$ cat config.mk
export PLATFORM = sky130hd
export DESIGN_NAME = time_set_ctrl
export DESIGN_NICKNAME = d
export VERILOG_FILES = /design/src/rtl/time_set_ctrl.sv
export SDC_FILE = /design/constraint.sdc
export NUM_CORES = 1
export LEC_CHECK = 0
export CORE_UTILIZATION = 54
export DETAILED_ROUTE_END_ITERATION = 10
export PLACE_DENSITY = 0.94
export SKIP_CTS_REPAIR_TIMING = 1
export SLEW_MARGIN = 10
export SYNTH_ARGS = -nofsm -noshare
export SYNTH_HDL_FRONTEND = slang
export SYNTH_SLANG_ARGS = --single-unit
$ cat constraint.sdc
create_clock -name clk -period 4.55 [get_ports clk]
set_input_delay 0.6825 -clock clk [delete_from_list [all_inputs] [get_ports clk]]
set_output_delay 0.6825 -clock clk [all_outputs]
set_load 0.02 [all_outputs]
$ cat src/rtl/time_set_ctrl.sv
// time_set_ctrl
//   Keypad-driven controller for the alarm clock's time-keeping datapath.
//   Collects up to four BCD digits, validates them as a 24-hour HH:MM time and
//   issues one-cycle load strobes to the current-time counter or the alarm
//   register. Also selects the display source and abandons idle entries or
//   alarm views after TIMEOUT_SEC one_second ticks without a key.
//
// Ports
//   clk             system clock, rising edge
//   reset           asynchronous, active-low reset
//   one_second      single-cycle tick, once per second
//   key_valid       single-cycle key strobe
//   key[3:0]        0-9 digits, A = ALARM, B = TIME, C-F ignored
//   new_time_*      entered digits (ms_hr, ls_hr, ms_min, ls_min), registered
//   load_new_c      one-cycle strobe: load new_time_* into the time counter
//   load_new_a      one-cycle strobe: load new_time_* into the alarm register
//   show_new_time   display the entered digits
//   show_a          display the alarm time
module time_set_ctrl #(
    parameter int unsigned TIMEOUT_SEC = 10
) (
    input  logic       clk,
    input  logic       reset,
    input  logic       one_second,
    input  logic       key_valid,
    input  logic [3:0] key,
    output logic [3:0] new_time_ms_hr,
    output logic [3:0] new_time_ls_hr,
    output logic [3:0] new_time_ms_min,
    output logic [3:0] new_time_ls_min,
    output logic       load_new_c,
    output logic       load_new_a,
    output logic       show_new_time,
    output logic       show_a
);

    localparam logic [3:0] KeyAlarm   = 4'hA;
    localparam logic [3:0] KeyTime    = 4'hB;
    localparam logic [3:0] TimeoutVal = 4'(TIMEOUT_SEC);

    typedef enum logic [2:0] {
        StShowTime  = 3'd0,
        StKeyEntry  = 3'd1,
        StShowAlarm = 3'd2,
        StLoadC     = 3'd3,
        StLoadA     = 3'd4
    } state_e;

    state_e     state_q, state_d;
    logic [3:0] ms_hr_q, ms_hr_d;
    logic [3:0] ls_hr_q, ls_hr_d;
    logic [3:0] ms_min_q, ms_min_d;
    logic [3:0] ls_min_q, ls_min_d;
    logic [2:0] count_q, count_d;
    logic [3:0] tick_q, tick_d;
    logic       load_c_q, load_c_d;
    logic       load_a_q, load_a_d;
    logic       show_new_q, show_new_d;
    logic       show_a_q, show_a_d;

    logic is_digit, is_alarm, is_time, key_acc;
    logic entry_ok, timed, expired;

    always_comb begin
        is_digit = key_valid && (key <= 4'd9);
        is_alarm = key_valid && (key == KeyAlarm);
        is_time  = key_valid && (key == KeyTime);
        key_acc  = key_valid && (key <= KeyTime);

        // Full four-digit entry that forms a legal 24-hour time.
        entry_ok = (count_q == 3'd4) && (ms_hr_q <= 4'd2) && (ms_min_q <= 4'd5) &&
                   ((ms_hr_q != 4'd2) || (ls_hr_q <= 4'd3));

        timed   = (state_q == StKeyEntry) || (state_q == StShowAlarm);
        expired = (tick_q == TimeoutVal);

        state_d  = state_q;
        ms_hr_d  = ms_hr_q;
        ls_hr_d  = ls_hr_q;
        ms_min_d = ms_min_q;
        ls_min_d = ls_min_q;
        count_d  = count_q;

        unique case (state_q)
            StShowTime: begin
                if (is_digit) begin
                    ms_hr_d  = 4'd0;
                    ls_hr_d  = 4'd0;
                    ms_min_d = 4'd0;
                    ls_min_d = key;
                    count_d  = 3'd1;
                    state_d  = StKeyEntry;
                end else if (is_alarm) begin
                    state_d = StShowAlarm;
                end
            end
            StKeyEntry: begin
                if (is_digit) begin
                    ms_hr_d  = ls_hr_q;
                    ls_hr_d  = ms_min_q;
                    ms_min_d = ls_min_q;
                    ls_min_d = key;
                    count_d  = (count_q >= 3'd4) ? 3'd4 : count_q + 3'd1;
                end else if (is_time) begin
                    state_d = entry_ok ? StLoadC : StShowTime;
                end else if (is_alarm) begin
                    state_d = entry_ok ? StLoadA : StShowTime;
                end else if (expired) begin
                    state_d = StShowTime;
                end
            end
            StShowAlarm: begin
                if (is_alarm) begin
                    state_d = StShowTime;
                end else if (!key_acc && expired) begin
                    // Any accepted key, even an ignored digit, keeps the view alive.
                    state_d = StShowTime;
                end
            end
            StLoadC, StLoadA: begin
                state_d = StShowTime;
            end
            default: begin
                state_d = StShowTime;
            end
        endcase

        tick_d = tick_q;
        if ((state_d != state_q) || (timed && key_acc)) begin
            tick_d = 4'd0;
        end else if (timed && one_second) begin
            tick_d = tick_q + 4'd1;
        end

        // Outputs registered from next state so they line up with state_q.
        show_new_d = (state_d == StKeyEntry);
        show_a_d   = (state_d == StShowAlarm);
        load_c_d   = (state_d == StLoadC);
        load_a_d   = (state_d == StLoadA);
    end

    always_ff @(posedge clk or negedge reset) begin
        if (!reset) begin
            state_q    <= StShowTime;
            ms_hr_q    <= 4'd0;
            ls_hr_q    <= 4'd0;
            ms_min_q   <= 4'd0;
            ls_min_q   <= 4'd0;
            count_q    <= 3'd0;
            tick_q     <= 4'd0;
            load_c_q   <= 1'b0;
            load_a_q   <= 1'b0;
            show_new_q <= 1'b0;
            show_a_q   <= 1'b0;
        end else begin
            state_q    <= state_d;
            ms_hr_q    <= ms_hr_d;
            ls_hr_q    <= ls_hr_d;
            ms_min_q   <= ms_min_d;
            ls_min_q   <= ls_min_d;
            count_q    <= count_d;
            tick_q     <= tick_d;
            load_c_q   <= load_c_d;
            load_a_q   <= load_a_d;
            show_new_q <= show_new_d;
            show_a_q   <= show_a_d;
        end
    end

    assign new_time_ms_hr  = ms_hr_q;
    assign new_time_ls_hr  = ls_hr_q;
    assign new_time_ms_min = ms_min_q;
    assign new_time_ls_min = ls_min_q;
    assign load_new_c      = load_c_q;
    assign load_new_a      = load_a_q;
    assign show_new_time   = show_new_q;
    assign show_a          = show_a_q;

endmodule

==> results of run 1 <==
==> final cells by class <==
class / instances / area share
Multi-Input combinational cell: 97 / 0.341
Inverter: 5 / 0.0108
Sequential cell: 30 / 0.431
Tap cell: 30 / 0.0216
Timing Repair Buffer: 28 / 0.159
Clock buffer: 6 / 0.0295
Clock inverter: 2 / 0.00718
==> registers in the layout, indices dropped and copies added, names as in the netlist <==
name	cells
new_time_ls_hr	4
show_new_time	1
tick_q	4
count_q	3
load_new_a	1
new_time_ms_hr	4
show_a	1
state_q	3
load_new_c	1
new_time_ls_min	4
new_time_ms_min	4
==> power by group <==
group | switching (mW) | leakage [nW] | total (mW) | internal (mW)
clock | 0.0936 | 0.0343 | 0.168 | 0.0742
sequential | 0.0499 | 0.384 | 0.367 | 0.317
combinational | 0.122 | 0.352 | 0.231 | 0.109
==> routing by layer <==
metal | GRT usage | vias up
li1 | - | 536
met1 | 0.293 | 532
met2 | 0.388 | 37
met3 | 0.0754 | 5
met4 | 0.114 | 0
met5 | 0 | -
==> worst register-to-register path: cells and delay by family, from the launching register on <==
family	cells	cell delay, ns
and+or+nand+nor	2	0.98
DFF	1	0.47
muxes	1	0.59
==> cells in the final DEF, fill, tap and decap left out <==
cell             netlist  routed
dfrtp_1               30      30
nand2_1               27      27
clkdlybuf4s50_1        0      27
o21ai_0               19      19
nor2_1                 8       8
inv_1                  5       5
clkbuf_4               0       5
nand3_1                4       4
ha_1                   4       4
nor3_2                 3       3
mux2_2                 3       3
a21oi_1                2       2
nand4b_1               2       2
or2_2                  2       2
nand3b_1               2       2
nor4_1                 2       2
xor2_1                 2       2
or3b_1                 1       1
nor4bb_1               1       1
o31ai_1                1       1
o21a_1                 1       1
a21boi_1               1       1
o221ai_1               1       1
o31a_2                 1       1
o21bai_1               1       1
and3b_1                1       1
nor4b_1                1       1
a2111oi_0              1       1
nand3b_2               1       1
mux2i_1                1       1
xnor2_1                1       1
a41oi_1                1       1
or3_1                  1       1
a21oi_2                1       1
clkbuf_8               0       1
clkinvlp_4             0       1
clkinv_2               0       1
buf_4                  0       1
==> stage by stage <==
| step | worst slack [ns] | power (mW) | std cells |
|---|---|---|---|
| final | 1.92 | 0.765 | 198 |
| after global routing | 1.71 | 0.809 | 198 |
| after CTS | 1.98 | 0.772 | 198 |
| after detailed placement | 1.62 | 0.604 | 190 |
| after global placement | 1.77 | 0.589 | 190 |
| after floorplan | 2.92 | 0.497 | 138 |
==> kinds of logic after synthesis <==
group                      after synthesis
buffers and inverters                   11
xor gates and xnor gates                 3
muxes                                    4
DFF                                     30
adders and majority gates                4
and+or+nand+nor                         56
AOI/OAI and AO/OA                       30
==> final timing paths <==
check                      slack (ns)                 end  cells after the start               from
min                              0.53   new_time_ls_hr[0]                      2  new_time_ls_hr[0]
max                              1.92  new_time_ls_min[1]                      4             key[2]
min in group asynchronous        0.72              show_a                      2              reset
max in group asynchronous        3.54          count_q[0]                      2              reset
min reg2reg                      0.53   new_time_ls_hr[0]                      2  new_time_ls_hr[0]
max reg2reg                      2.40  new_time_ls_min[1]                      3         state_q[1]
==> results.md, run 1 <==
* Critical path's slowest cell: nand3_1
* Combinational family with the most area after synthesis: simple AND/OR/NAND/NOR gates
* Max-Cap Viols at 0
* Worst IR Drop VDD at 0.000295 V
* All-Layer GR Usage at 0.242
* Syn Area/Cell at 10.1 um2
* Highest routed layer: met4
* Post-Syn Nets at 150
* Leading area contributor after synthesis: dfrtp_1
* WL/cell at 14.6 um
* Setup Viol. Count Final at 0
* CP max stage delay at 0.82 ns
* Post-layout util at 0.709
* Worst rel slew slack at 0.261
* CTS buffer count at 5
* Initial antenna violation count at 0
* Yosys top cell area share at 0.539
* IO Count at 28
* Register area share after synthesis at 0.539
* Critical path buffers and inverters at 1
* Core box area at 2450 um2
* Placed cell areas at 1680 um2
* Most frequent cell after synthesis: dfrtp_1
* CP Class: input pin to flip-flop
* Ys flop type: dfrtp_1
* Crit path time final at 2.63 ns
* Leak pwr at 0.770 nW
* Max Slew Vio Count at 0
* Critical path arrival at 2.85 ns
* Synth unique cells at 35
* Synth area leaders: dfrtp_1 54%, nand2_1 7.3%, o21ai_0 6.8%
* Skew-Pair Late Insertion Delay at 0.33 ns
* Final clock skew at 0.0109 ns
* Post-route cell area at 1740 um2
* Number of cell rows at 18
* Number of flops mapped to enable cells by yosys at 0
* Met3 wire len at 140 um
* P per Cell Area at 440 nW/um2
* Vias post-DR at 1110
* CP Max Fanout at 36
* Die span in x at 52.8 um
* Vias/cell at 5.61
* GR Overflow Total at 0
* Worst path cell trace: clkdlybuf4s50_1 > o21ai_0 > nand3_1 > mux2_2
* Area Growth Syn to Fin at 25.0%
* XOR/XNOR Fraction of Synth Area at 0.0189
* Fmax at 381 MHz
* Worst Setup Start Kind: input pin
* TritonCTS clock tree: done
* Mux contribution to synthesized area at 0.0314
* Iter 0 DRT Violations at 27
* Outcome: complete, no violations
* Hold crit path type: flip-flop to flip-flop
* Vias in the first global route at 1092
* Worst path required time at 4.77 ns
* Nets at 179
* Initial core utilization at 0.568
* Chip height at 52.8 um
* Post-Syn Area at 1390 um2
* Post-synth top cells: 30 x dfrtp_1, 27 x nand2_1, 19 x o21ai_0
* Complex-gate fraction of the synthesized area at 0.129
* Fill cells at 174
* Simple-gate share of the synthesized area at 0.210
* Setup TNS at 0 ns
* WL final at 2890 um
* Port bufs at 27
* Met2 WL at 1520 um
* Detailed Place HPWL at 2110 um
* Post-route ant nets at 0
* Delay-heaviest family, CP: simple AND/OR/NAND/NOR gates
* Clock sink count at 30
* Synth Area in Adders at 0.0359
* Share of cells above drive strength 1 at 0.119
* Worst-case clock buffer depth at 2
* Placer congestion estimate at 0.765
* Register area at 751 um2
* Final hold violations at 0
* Final worst-path cycle share at 0.577
* Htree depth at 2
* Synth async-reset ratio at 1.00
* Post-route met1 wirelength at 1200 um
* Largest net degree at the start of global routing at 37
* Ant. Diodes at 0
* First-pass GRT wire length at 4720 um
* Worst Hold Margin at 0.527 ns
* Root Buffer: clkbuf_4
* Ys Warns at 0
* #FFs+latches synth at 30
* Detailed-route DRC error count at 0
* Slew @ Worst Pin at 1.10 ns
* Clock transition at the registers of the reported paths at 0.10 ns
* Drt pass-1 iters at 4
* Die area at 2790 um2
* Area occupied by multi-input gates at 593 um2
* RSZ-0062 raised after global routing: no
* Worst Setup End Kind: flip-flop
* Synthesized instance count at 138
Note: power is estimated with default switching activity, not from simulation.
==> run 2: changes to the inputs <==
- CORE_UTILIZATION: 54 -> 45
- PLACE_DENSITY: 0.94 -> 0.85
- clock period: 4.55 -> 2.1 ns (I/O delays scaled with it)
==> results.md, run 2 (synthesis gave the netlist of run 1 again) <==
* Outcome: complete, no violations
* P per Cell Area at 987 nW/um2
* WL final at 2960 um
* Port bufs at 27
* CP Class: input pin to flip-flop
* Clock transition at the registers of the reported paths at 0.10 ns
* Worst path required time at 2.37 ns
* Area Growth Syn to Fin at 27.1%
* Final worst-path cycle share at 0.841
* Max-Cap Viols at 0
* Most common cell after layout, fill and taps aside: dfrtp_1
* Final hold violations at 0
* Detailed Place HPWL at 2170 um
* Placed cells at 193
* CP Max Fanout at 6
* Detailed-route DRC error count at 0
* Worst R2R Setup Slack at 0.46 ns
* Post-layout util at 0.621
* Fill cells at 228
* Tot Pwr at 1.75 mW
* Placer congestion estimate at 0.873
* Worst Setup End Kind: flip-flop
* WL/cell at 14.7 um
* Critical path arrival at 2.03 ns
* Fmax at 566 MHz
* Ant. Diodes at 0
* Slew @ Worst Pin at 0.692 ns
* Post-route ant nets at 0
* Share of cells above drive strength 1 at 0.129
* RSZ-0062 raised after global routing: no
* Setup Viol. Count Final at 0
* Non-filler cells, final at 201
* Vias post-DR at 1117
* Nets at 181
* Pre-CTS setup slack at 0.0471 ns
* Placed cell areas at 1690 um2
* Clock sink count at 30
* Commonest non-fill, non-tap cells in the layout: 30 x dfrtp_1, 27 x nand2_1, 27 x clkdlybuf4s50_1, 19 x o21ai_0, 8 x nor2_1
* Worst Setup Start Kind: input pin
* Crit path time final at 1.77 ns
* Hold crit path type: input pin to async pin
* Initial core utilization at 0.489
* Worst Hold Margin at 0.359 ns
* Final clock skew at 0.00830 ns
* Vias/cell at 5.56
* Leak pwr at 0.789 nW
* Largest net degree at the start of global routing at 32
* All-Layer GR Usage at 0.207
* Vias in the first global route at 1109
* Drt pass-1 iters at 4
* GR Overflow Total at 0
* Number of cell rows at 19
* Die area at 3320 um2
* Core box area at 2850 um2
* Setup TNS at 0 ns
* TritonCTS clock tree: done
* Worst rel slew slack at 0.527
* First-pass GRT wire length at 5130 um
* IO Count at 28
* Final WS setup at 0.334 ns
* Die span in x at 57.7 um
* Post-route cell area at 1770 um2
* Root Buffer: clkbuf_4
* Iter 0 DRT Violations at 23
* Skew-Pair Late Insertion Delay at 0.33 ns
* Initial antenna violation count at 0
* Chip height at 57.7 um
* Worst reg2reg path endpoint: state_q[0]
* Htree depth at 2
* Reg2Reg Launch Point: count_q[0]
* Reg2Reg Depth at 6
* CTS buffer count at 5
* Max Slew Vio Count at 0
* Worst-case clock buffer depth at 2
* Worst IR Drop VDD at 0.000512 V
-- run 2: cell types whose count changed in the layout (fill, tap and decap cells not counted) --
cell,previous run,this run
bufinv_16,0,1
clkbuf_8,1,0
buf_4,1,3
clkinv_2,1,2
clkinvlp_4,1,0
-- run 2: per-layer routing --
layer	up-vias	global-route usage	routed length, um
met5	-	0	0
met1	541	0.267	1310
met3	6	0.0647	162
li1	539	-	-
met2	31	0.329	1450
met4	0	0.0850	49
-- run 2: power breakdown --
part	switching, mW	internal (mW)	total, mW
sequential	0.103	0.686	0.789
clock	0.202	0.246	0.448
combinational	0.271	0.241	0.512
total	0.576	1.17	1.75
-- run 2: worst max path at each step --
| stage | to | cells after the start | startpoint |
|---|---|---|---|
| after floorplan | tick_q[3] | 6 | tick_q[0] |
| after global placement | tick_q[2] | 5 | key_valid |
| after detailed placement | tick_q[2] | 5 | key[0] |
| after CTS | new_time_ls_min[0] | 1 | new_time_ls_min[0] |
| after global routing | state_q[0] | 6 | count_q[0] |
| final | tick_q[2] | 5 | key[0] |
-- run 2: worst max-delay path, stage by stage --
cell and delay [ns]:
clkdlybuf4s50_1 0.60, nand3_1 0.12, a2111oi_0 0.68, nor3_2 0.17, nor2_1 0.15
-- run 2: area by class of cell --
type	count	area, um2	share of cell area
multi-input combinational	97	593	0.335
tap	31	38.8	0.0219
sequential	30	751	0.424
inverter	5	18.8	0.0106
clock buffer	5	37.5	0.0212
clock inverter	3	40.0	0.0226
timing repair buffer	30	293	0.165
==> run 3: changes to the inputs <==
- CORE_UTILIZATION: 45 -> 50
- PLACE_DENSITY: 0.85 -> 0.89
- clock period: 2.1 -> 1.75 ns (I/O delays scaled with it)
==> results.md, run 3 (synthesis gave the netlist of run 1 again) <==
* Outcome: complete, no violations
* Area Growth Syn to Fin at 30.5%
* All-Layer GR Usage at 0.234
* Worst-case clock buffer depth at 2
* Max-Cap Viols at 0
* Most common cell after layout, fill and taps aside: dfrtp_1
* Share of cells above drive strength 1 at 0.169
* Final WS setup at 0.0968 ns
* Worst path required time at 1.49 ns
* Root Buffer: clkbuf_4
* Largest net degree at the start of global routing at 31
* Drt pass-1 iters at 4
* IO Count at 28
* CP Max Fanout at 4
* Slew @ Worst Pin at 0.563 ns
* Final worst-path cycle share at 0.945
* Met3 Use GR at 0.0639
* Setup Viol. Count Final at 0
* Die area at 3000 um2
* Number of cell rows at 18
* Final hold violations at 0
* Chip height at 54.8 um
* Vias in the first global route at 1067
* Skew-Pair Late Insertion Delay at 0.34 ns
* CP Class: flip-flop to output port
* Critical path buffers and inverters at 1
* Pre-CTS setup slack at -0.0777 ns
* RSZ-0062 raised after global routing: no
* Delay-heaviest family, CP: buffers and inverters
* Reg2Reg Launch Point: count_q[0]
* Worst IR Drop VDD at 0.000934 V
* WL final at 3050 um
* Reg2Reg Depth at 6
* Die span in x at 54.8 um
* First-pass GRT wire length at 4690 um
* Detailed Place HPWL at 2150 um
* Worst Hold Margin at 0.286 ns
* Fmax at 605 MHz
* Initial core utilization at 0.548
* M2 GR Usage at 0.349
* P per Cell Area at 1110 nW/um2
* Clock sink count at 30
* Global routing's busiest layer: met2
* Placer congestion estimate at 0.817
* Ant. Diodes at 0
* Port bufs at 27
* Worst R2R Setup Slack at 0.14 ns
* Met1 Usage GRT at 0.298
* Worst reg2reg path endpoint: state_q[1]
* Htree depth at 2
* Hold crit path type: input pin to async pin
* Worst path cell trace: clkdlybuf4s50_1
* Clock transition at the registers of the reported paths at 0.10 ns
* Vias/cell at 5.46
* Nets at 189
* Final clock skew at 0.00902 ns
* Commonest non-fill, non-tap cells in the layout: 30 x dfrtp_1, 27 x nand2_1, 27 x clkdlybuf4s50_1, 19 x o21ai_0, 11 x buf_4
* Post-route ant nets at 0
* Worst Setup Start Kind: flip-flop
* TritonCTS clock tree: done
* Critical path arrival at 1.39 ns
* Vias post-DR at 1136
* Worst Setup End Kind: output port
* Core box area at 2540 um2
* Critical path's slowest cell: clkdlybuf4s50_1
* GR Overflow Total at 0
* WL/cell at 14.6 um
* Detailed-route DRC error count at 0
* Setup TNS at 0 ns
* Initial antenna violation count at 0
* Max Slew Vio Count at 0
* CP max stage delay at 0.64 ns
* Crit path time final at 1.65 ns
* CTS buffer count at 5
* Iter 0 DRT Violations at 28
* Worst rel slew slack at 0.615
* Leak pwr at 0.817 nW
[run 3: through the flow]
stage          instances  cell area, um2  utilization  power (mW)
6_report             208            1820        0.715        2.02
5_1_grt              208            1820        0.715        2.13
4_1_cts              207            1810        0.709        2.02
3_5_place_dp         199            1750        0.686        1.59
3_3_place_gp         199            1750        0.686        1.55
2_1_floorplan        138            1390            -        1.29
[run 3: layer usage]
metal | up-vias | part of all wire
met3 | 8 | 0.037
met1 | 548 | 0.45
met2 | 26 | 0.49
met5 | - | 0
met4 | 0 | 0.024
li1 | 554 | -
[run 3: cell type report]
class                      instances  area, um2
clock buffer                       7       55.1
clock inverter                     1       5.00
fill                             178        726
inverter                           5       18.8
multi-input combinational         97        599
sequential                        30        751
tap                               30       37.5
timing repair buffer              38        353
[run 3: worst max-delay path by stage]
stage                            startpoint                end  slack [ns]  cells after the start
final                     new_time_ls_hr[3]  new_time_ls_hr[3]         0.1                      1
after global routing             count_q[0]         state_q[1]       0.009                      6
after CTS                 new_time_ls_hr[3]  new_time_ls_hr[3]        0.09                      1
after detailed placement             key[0]          tick_q[1]       -0.08                      5
after global placement               key[0]          tick_q[1]      -0.003                      5
after floorplan                   tick_q[0]          tick_q[3]        0.33                      6
[run 3: report_power, final]
| part | leakage [nW] | switching [mW] | total (mW) | internal (mW) |
|---|---|---|---|---|
| registers | 0.384 | 0.118 | 0.941 | 0.823 |
| clock network | 0.0353 | 0.242 | 0.436 | 0.194 |
| logic | 0.398 | 0.335 | 0.642 | 0.307 |
